--- config.mk ---
export PLATFORM = sky130hd
export DESIGN_NAME = reset_sequencer_flat
export DESIGN_NICKNAME = d
export VERILOG_FILES = /design/src/rtl/reset_sequencer_pkg.sv /design/src/rtl/reset_sequencer_if.sv /design/src/rtl/reset_sequencer_wdt_counter.sv /design/src/rtl/reset_sequencer.sv /design/src/flat_wrapper.sv
export SDC_FILE = /design/constraint.sdc
export NUM_CORES = 1
export LEC_CHECK = 0
export CORE_AREA = 5 5 62 64
export CTS_BUF_LIST = sky130_fd_sc_hd__clkbuf_8
export CTS_CLUSTER_DIAMETER = 120
export DETAILED_ROUTE_END_ITERATION = 12
export DIE_AREA = 0 0 67 69
export GPL_ROUTABILITY_DRIVEN = 0
export PLACE_DENSITY = 0.83
export SLEW_MARGIN = 30
export SYNTH_ARGS = -nofsm -noshare
export SYNTH_HDL_FRONTEND = slang
export SYNTH_SLANG_ARGS = --single-unit
--- constraint.sdc ---
create_clock -name clk -period 3.84 [get_ports clk]
set_input_delay 0.576 -clock clk [delete_from_list [all_inputs] [get_ports clk]]
set_output_delay 0.576 -clock clk [all_outputs]
set_load 0.005 [all_outputs]
--- src/rtl/reset_sequencer_pkg.sv ---
// Shared types and helpers for the board reset sequencer.
package reset_seq_pkg;

   // Sequencer phases: hold all domains, release them one by one, then run.
   typedef enum logic [1:0] {
      ASSERT  = 2'd0,
      RELEASE = 2'd1,
      RUN     = 2'd2
   } seq_state_t;

   // Reason the most recent assert/release sequence was started.
   typedef enum logic [1:0] {
      C_POR = 2'd0,
      C_SW  = 2'd1,
      C_WDT = 2'd2
   } rst_cause_t;

   // Counter width able to hold the given terminal count without wrapping.
   function automatic int cnt_width(input int term);
      return $clog2(term) + 1;
   endfunction

   function automatic int max2(input int a, input int b);
      return (a > b) ? a : b;
   endfunction

endpackage

--- src/rtl/reset_sequencer_if.sv ---
// Request/status bundle between reset software/watchdog side and the sequencer.
//
// Handshake: there is no valid/ready pairing here. sw_rst is a level sampled
// on every clock edge, wdt_kick is a single-cycle pulse sampled on every edge,
// and all status outputs (rst_n_dom, ready, cause, state) are registered and
// valid every cycle.
interface reset_sequencer_if #(
   parameter int NB_DOM = 3
);
   import reset_seq_pkg::*;

   logic               sw_rst;
   logic               wdt_kick;
   logic [NB_DOM-1:0]  rst_n_dom;
   logic               ready;
   rst_cause_t         cause;
   seq_state_t         state;   // debug view of the sequencer FSM

   // Requester side: issues reset requests and kicks, observes status.
   modport master (
      output sw_rst,
      output wdt_kick,
      input  rst_n_dom,
      input  ready,
      input  cause,
      input  state
   );

   // Sequencer side.
   modport slave (
      input  sw_rst,
      input  wdt_kick,
      output rst_n_dom,
      output ready,
      output cause,
      output state
   );

endinterface

--- src/rtl/reset_sequencer_wdt_counter.sv ---
// Watchdog: counts enabled cycles, cleared by a kick or when disabled.
module wdt_counter
   import reset_seq_pkg::*;
#(
   parameter int WDT_CYCLES = 1000000
) (
   input  logic clk,
   input  logic reset,
   input  logic en,
   input  logic kick,
   output logic timeout
);

   localparam int W = cnt_width(WDT_CYCLES);
   localparam logic [W-1:0] TERM = W'(WDT_CYCLES - 1);

   logic [W-1:0] cnt_q, cnt_d;

   // A kick on the terminal cycle wins over the timeout.
   assign timeout = en && !kick && (cnt_q == TERM);

   // Count while enabled; clear on kick, on disable, or at the terminal count.
   always_comb begin
      cnt_d = cnt_q;
      if (!en || kick || (cnt_q == TERM)) begin
         cnt_d = '0;
      end else begin
         cnt_d = cnt_q + 1'b1;
      end
   end

   // Watchdog count register.
   always_ff @(posedge clk or posedge reset) begin
      if (reset) begin
         cnt_q <= '0;
      end else begin
         cnt_q <= cnt_d;
      end
   end

endmodule

--- src/rtl/reset_sequencer.sv ---
// Board reset sequencer: holds all domains in reset, releases them in order
// with a fixed gap, and re-runs the sequence on software request or watchdog
// timeout. Records the cause of the last sequence.
module reset_sequencer
   import reset_seq_pkg::*;
#(
   parameter int NB_DOM     = 3,
   parameter int HOLD       = 16,
   parameter int GAP        = 8,
   parameter bit WDT_EN     = 1'b1,
   parameter int WDT_CYCLES = 1000000
) (
   input  logic               clk,
   input  logic               reset,
   reset_sequencer_if.slave   bus
);

   localparam int CNT_W = cnt_width(max2(HOLD, GAP));
   localparam int IDX_W = (NB_DOM > 1) ? $clog2(NB_DOM) : 1;

   localparam logic [CNT_W-1:0] HOLD_LAST = CNT_W'(HOLD - 1);
   localparam logic [CNT_W-1:0] GAP_LAST  = CNT_W'(GAP - 1);
   localparam logic [IDX_W-1:0] IDX_LAST  = IDX_W'(NB_DOM - 1);

   seq_state_t         state_q, state_d;
   logic [CNT_W-1:0]   cnt_q, cnt_d;
   logic [IDX_W-1:0]   idx_q, idx_d;
   logic [NB_DOM-1:0]  dom_q, dom_d;
   logic               ready_q, ready_d;
   rst_cause_t         cause_q, cause_d;
   logic               wdt_en;
   logic               wdt_timeout;

   assign wdt_en = (state_q == RUN);

   generate
      if (WDT_EN) begin : g_wdt
         wdt_counter #(
            .WDT_CYCLES (WDT_CYCLES)
         ) u_wdt (
            .clk     (clk),
            .reset   (reset),
            .en      (wdt_en),
            .kick    (bus.wdt_kick),
            .timeout (wdt_timeout)
         );
      end else begin : g_no_wdt
         assign wdt_timeout = 1'b0;
      end
   endgenerate

   // Next state, hold/gap counter, domain index and output values.
   always_comb begin
      state_d = state_q;
      cnt_d   = cnt_q;
      idx_d   = idx_q;
      dom_d   = dom_q;
      cause_d = cause_q;

      if (bus.sw_rst) begin
         // Software request overrides everything, including a watchdog timeout.
         state_d = ASSERT;
         cnt_d   = '0;
         idx_d   = '0;
         dom_d   = '0;
         cause_d = C_SW;
      end else begin
         case (state_q)
            ASSERT: begin
               dom_d = '0;
               if (cnt_q == HOLD_LAST) begin
                  state_d = RELEASE;
                  cnt_d   = '0;
                  idx_d   = '0;
               end else begin
                  cnt_d = cnt_q + 1'b1;
               end
            end

            RELEASE: begin
               // The first cycle of each gap releases the current domain.
               if (cnt_q == '0) begin
                  for (int i = 0; i < NB_DOM; i++) begin
                     if (idx_q == IDX_W'(i)) begin
                        dom_d[i] = 1'b1;
                     end
                  end
               end
               if ((cnt_q == '0) && (idx_q == IDX_LAST)) begin
                  state_d = RUN;
                  cnt_d   = '0;
               end else if (cnt_q == GAP_LAST) begin
                  cnt_d = '0;
                  idx_d = idx_q + 1'b1;
               end else begin
                  cnt_d = cnt_q + 1'b1;
               end
            end

            RUN: begin
               if (wdt_timeout) begin
                  state_d = ASSERT;
                  cnt_d   = '0;
                  idx_d   = '0;
                  dom_d   = '0;
                  cause_d = C_WDT;
               end
            end

            default: begin
               state_d = ASSERT;
               cnt_d   = '0;
               idx_d   = '0;
               dom_d   = '0;
            end
         endcase
      end

      // ready trails RUN entry by one edge and drops on the edge that leaves RUN.
      ready_d = (state_q == RUN) && (state_d == RUN);
   end

   // State and output registers; async reset forces a power-on sequence.
   always_ff @(posedge clk or posedge reset) begin
      if (reset) begin
         state_q <= ASSERT;
         cnt_q   <= '0;
         idx_q   <= '0;
         dom_q   <= '0;
         ready_q <= 1'b0;
         cause_q <= C_POR;
      end else begin
         state_q <= state_d;
         cnt_q   <= cnt_d;
         idx_q   <= idx_d;
         dom_q   <= dom_d;
         ready_q <= ready_d;
         cause_q <= cause_d;
      end
   end

   assign bus.rst_n_dom = dom_q;
   assign bus.ready     = ready_q;
   assign bus.cause     = cause_q;
   assign bus.state     = state_q;

endmodule

--- src/flat_wrapper.sv ---
// flat-port wrapper written by rule: the top's interface ports become plain ports
module reset_sequencer_flat import reset_seq_pkg::*;
#(
   parameter int NB_DOM     = 3,
   parameter int HOLD       = 16,
   parameter int GAP        = 8,
   parameter bit WDT_EN     = 1'b1,
   parameter int WDT_CYCLES = 1000000
)
  (clk, reset, bus_sw_rst, bus_wdt_kick, bus_rst_n_dom, bus_ready, bus_cause, bus_state);
  reset_sequencer_if #(.NB_DOM(NB_DOM)) bus_i ();
  input  logic clk;
  input  logic reset;
  input wire logic [$bits(bus_i.sw_rst)-1:0] bus_sw_rst;
  input wire logic [$bits(bus_i.wdt_kick)-1:0] bus_wdt_kick;
  output wire logic [$bits(bus_i.rst_n_dom)-1:0] bus_rst_n_dom;
  output wire logic [$bits(bus_i.ready)-1:0] bus_ready;
  output wire logic [$bits(bus_i.cause)-1:0] bus_cause;
  output wire logic [$bits(bus_i.state)-1:0] bus_state;
  assign bus_i.sw_rst = bus_sw_rst;
  assign bus_i.wdt_kick = bus_wdt_kick;
  assign bus_rst_n_dom = bus_i.rst_n_dom;
  assign bus_ready = bus_i.ready;
  assign bus_cause = bus_i.cause;
  assign bus_state = bus_i.state;
  reset_sequencer #(.NB_DOM(NB_DOM), .HOLD(HOLD), .GAP(GAP), .WDT_EN(WDT_EN), .WDT_CYCLES(WDT_CYCLES)) u_core (.clk(clk), .reset(reset), .bus(bus_i));
endmodule
==> impl_metrics.json <==
{
  "rsz0062_at_grt": "no",
  "seq_area_frac_synth_pct": 45.60,
  "drv_slew": 0,
  "worstPathMaxFanout": 9,
  "outcome": "completed",
  "syn-cell-area_sq_mm": 0.001976,
  "cts_made_buffers": 5,
  "p_leak_nw": 0.8409,
  "syn2layout_area_growth_pct": 12.35,
  "synth_top_family_by_area": "simple AND/OR/NAND/NOR gates",
  "firstDrtPassIters": 4,
  "dominantRegCellSynth": "dfrtp_1",
  "synth_top_cells_by_count": "dfrtp_1 (36), nor2_1 (20), inv_1 (17)",
  "synthSimpleGateAreaFrac_pct": 23.88,
  "antenna-diode-count": 0,
  "synthTopCellsByArea": "dfrtp_1 (46%), ha_1 (5.1%), nor2_1 (3.8%), nand3_1 (3.5%), inv_1 (3.2%)",
  "synth_edf_count": 0,
  "grt_use_met2_pct": 31.55,
  "final_util_pct": 68.68,
  "met3_usage_pct": 5.519,
  "max_freq_ghz": 0.4555,
  "setup.worst_path.start": "u_core.g_wdt.u_wdt.cnt_q[7]",
  "period_needed_ns": 2.195,
  "coreArea_sq_mm": 0.003232,
  "setup_viol": 0,
  "grt.busiest_layer": "met2",
  "arrival_ns": 2.35,
  "finalSetupTns_ns": 0,
  "crit_path_start_kind": "register",
  "async_flop_share_pct": 100.0,
  "cts_resized": 0,
  "peakVddDrop_mv": 0.2311,
  "postRouteAntennaNets": 0,
  "antenna_found_initial": 0,
  "clock_skew_ns": 0.008867,
  "via_per_inst": 5.992,
  "clockBufferDepth": 2,
  "fin_crit_sh_pct": 57.17,
  "grt_pass1_wl_mm": 6.762,
  "criticalPathCategory": "register to register",
  "grt_max_degree": 37,
  "synth_cell_types": 49,
  "syn_avg_cell_area_sq_um": 9.591,
  "wl_per_cell_um": 15.18,
  "clk_latency_ns": 0.29,
  "wl_mm": 4.038,
  "clock_sinks": 36,
  "grt_use_met1_pct": 21.86,
  "cts.reportedPaths.clkPinSlew_ns": 0.07,
  "synth_xor_area_share_pct": 5.320,
  "crit_required_ns": 3.99,
  "cts_tree": "done",
  "yosysTopAreaCellShare_pct": 45.60,
  "tightest_slew_ns": 0.9114,
  "cts_root_buf": "clkbuf_8",
  "ios": 12,
  "htree_levels": 2,
  "first_iter_violations": 101,
  "dieArea_sq_mm": 0.004623,
  "die_x_um": 67,
  "die_y_um": 69,
  "cellPowerDensity_mw_per_mm2": 301.7,
  "cap_violations": 0,
  "synthAdderAreaFrac_pct": 5.066,
  "syn_nets": 218,
  "synth_most_common_cell": "dfrtp_1",
  "end_kind": "register",
  "grt_use_total_pct": 18.79,
  "cts_setup_buffers": 0,
  "fp-row-count": 21,
  "drive_above_1_share_pct": 7.727,
  "min-delay-start": "u_core.bus.cause[0]",
  "r2r_start": "u_core.g_wdt.u_wdt.cnt_q[7]",
  "io_buffers": 11,
  "hold_violations": 0,
  "nNetsFinal": 232,
  "start_util_pct": 61.13,
  "slew_headroom_pct": 38.38,
  "cts_hold_buf": 0,
  "synth_cells": 206,
  "n_fill_cell": 258,
  "yosys_warnings": 0,
  "hold_path_class": "register to register",
  "grt_pass1_vias": 1568,
  "yosys-mux-area-fraction_pct": 0.5066,
  "grt_overflow_total": 0,
  "drcViolationCount": 0,
  "synth_seq_cells": 36,
  "hpwl_mm": 2.868,
  "vias": 1594,
  "synth-compound-area-share_pct": 15.14,
  "yosysTopAreaCell": "dfrtp_1"
}
## layout make-up
| cell class | count | area [sq um] | share of cell area, % |
|---|---|---|---|
| flip-flops and latches | 36 | 900.9 | 40.59 |
| multi-input cells | 147 | 991.0 | 44.64 |
| clock inverters | 2 | 12.51 | 0.5637 |
| well taps | 46 | 57.56 | 2.593 |
| repair buffers | 13 | 125.1 | 5.637 |
| clock buffers | 5 | 68.82 | 3.100 |
| inverters | 17 | 63.81 | 2.875 |
## state kept, by name, summed over array words and instances, names as in the netlist
| name | count |
|---|---|
| u_core.bus.cause | 2 |
| u_core.bus.ready | 1 |
| u_core.bus.rst_n_dom | 3 |
| u_core.bus.state | 2 |
| u_core.cnt_q | 5 |
| u_core.g_wdt.u_wdt.cnt_q | 21 |
| u_core.idx_q | 2 |
## power breakdown
part / leakage [nW] / total [mW] / switching (mW) / internal [mW]
Combinational: 0.305 / 0.0284 / 0.0187 / 0.00968
Clock: 0.0400 / 0.257 / 0.134 / 0.123
Sequential: 0.495 / 0.384 / 0.00255 / 0.382
Total: 0.841 / 0.670 / 0.156 / 0.514
## logic make-up (layout without fill, tap and decap cells)
logic type                 after synthesis  after routing
AOI/OAI and AO/OA                       43             43
xor gates and xnor gates                12             12
adders and majority gates                8              8
buffers and inverters                   23             37
DFF                                     36             36
muxes                                    1              1
and+or+nand+nor                         83             83
## routing by layer
layer	part of all wire, %	vias up
met5	0	-
met1	41	779
met2	53	27
met3	3.7	9
met4	2.0	0
li1	-	779
## cell usage in the layout (no fill, tap or decap), types with 6 or more instances in the layout
cell and count:
inv_1 17, dfrtp_1 36, or4_1 8, ha_1 8
nand2_1 9, nor2_1 20, xor2_1 6, a21oi_1 12
nand3_1 14, o21ai_0 6, clkdlybuf4s50_1 11, xnor2_1 6
## worst max-delay path, cell delays in order (launching register included)
cell	delay [ns]
dfrtp_1	0.45
or4b_1	0.58
or4_1	0.50
o21ai_2	0.38
o22ai_1	0.14
## path summary, 6_finish.rpt
check	to	slack, ns	cells after the start
min in group asynchronous	u_core.cnt_q[3]	0.69	3
max in group asynchronous	u_core.cnt_q[0]	2.84	3
min	u_core.bus.cause[0]	0.50	1
max	u_core.cnt_q[1]	1.64	4
min reg2reg	u_core.bus.cause[0]	0.50	1
max reg2reg	u_core.cnt_q[1]	1.64	4
## stage by stage
stage	cells	cell area [sq um]	hold slack [ns]	power, mW	setup slack [ns]
floorplan	206	1976	0.4740	0.4098	1.908
global placement	259	2138	0.4645	0.4179	1.494
detailed placement	259	2138	0.4743	0.4203	1.393
CTS	266	2220	0.4911	0.6732	1.636
global route	266	2220	0.5329	0.6950	1.505
finish	266	2220	0.4957	0.6696	1.645
Power figures use the tool's default switching activity.
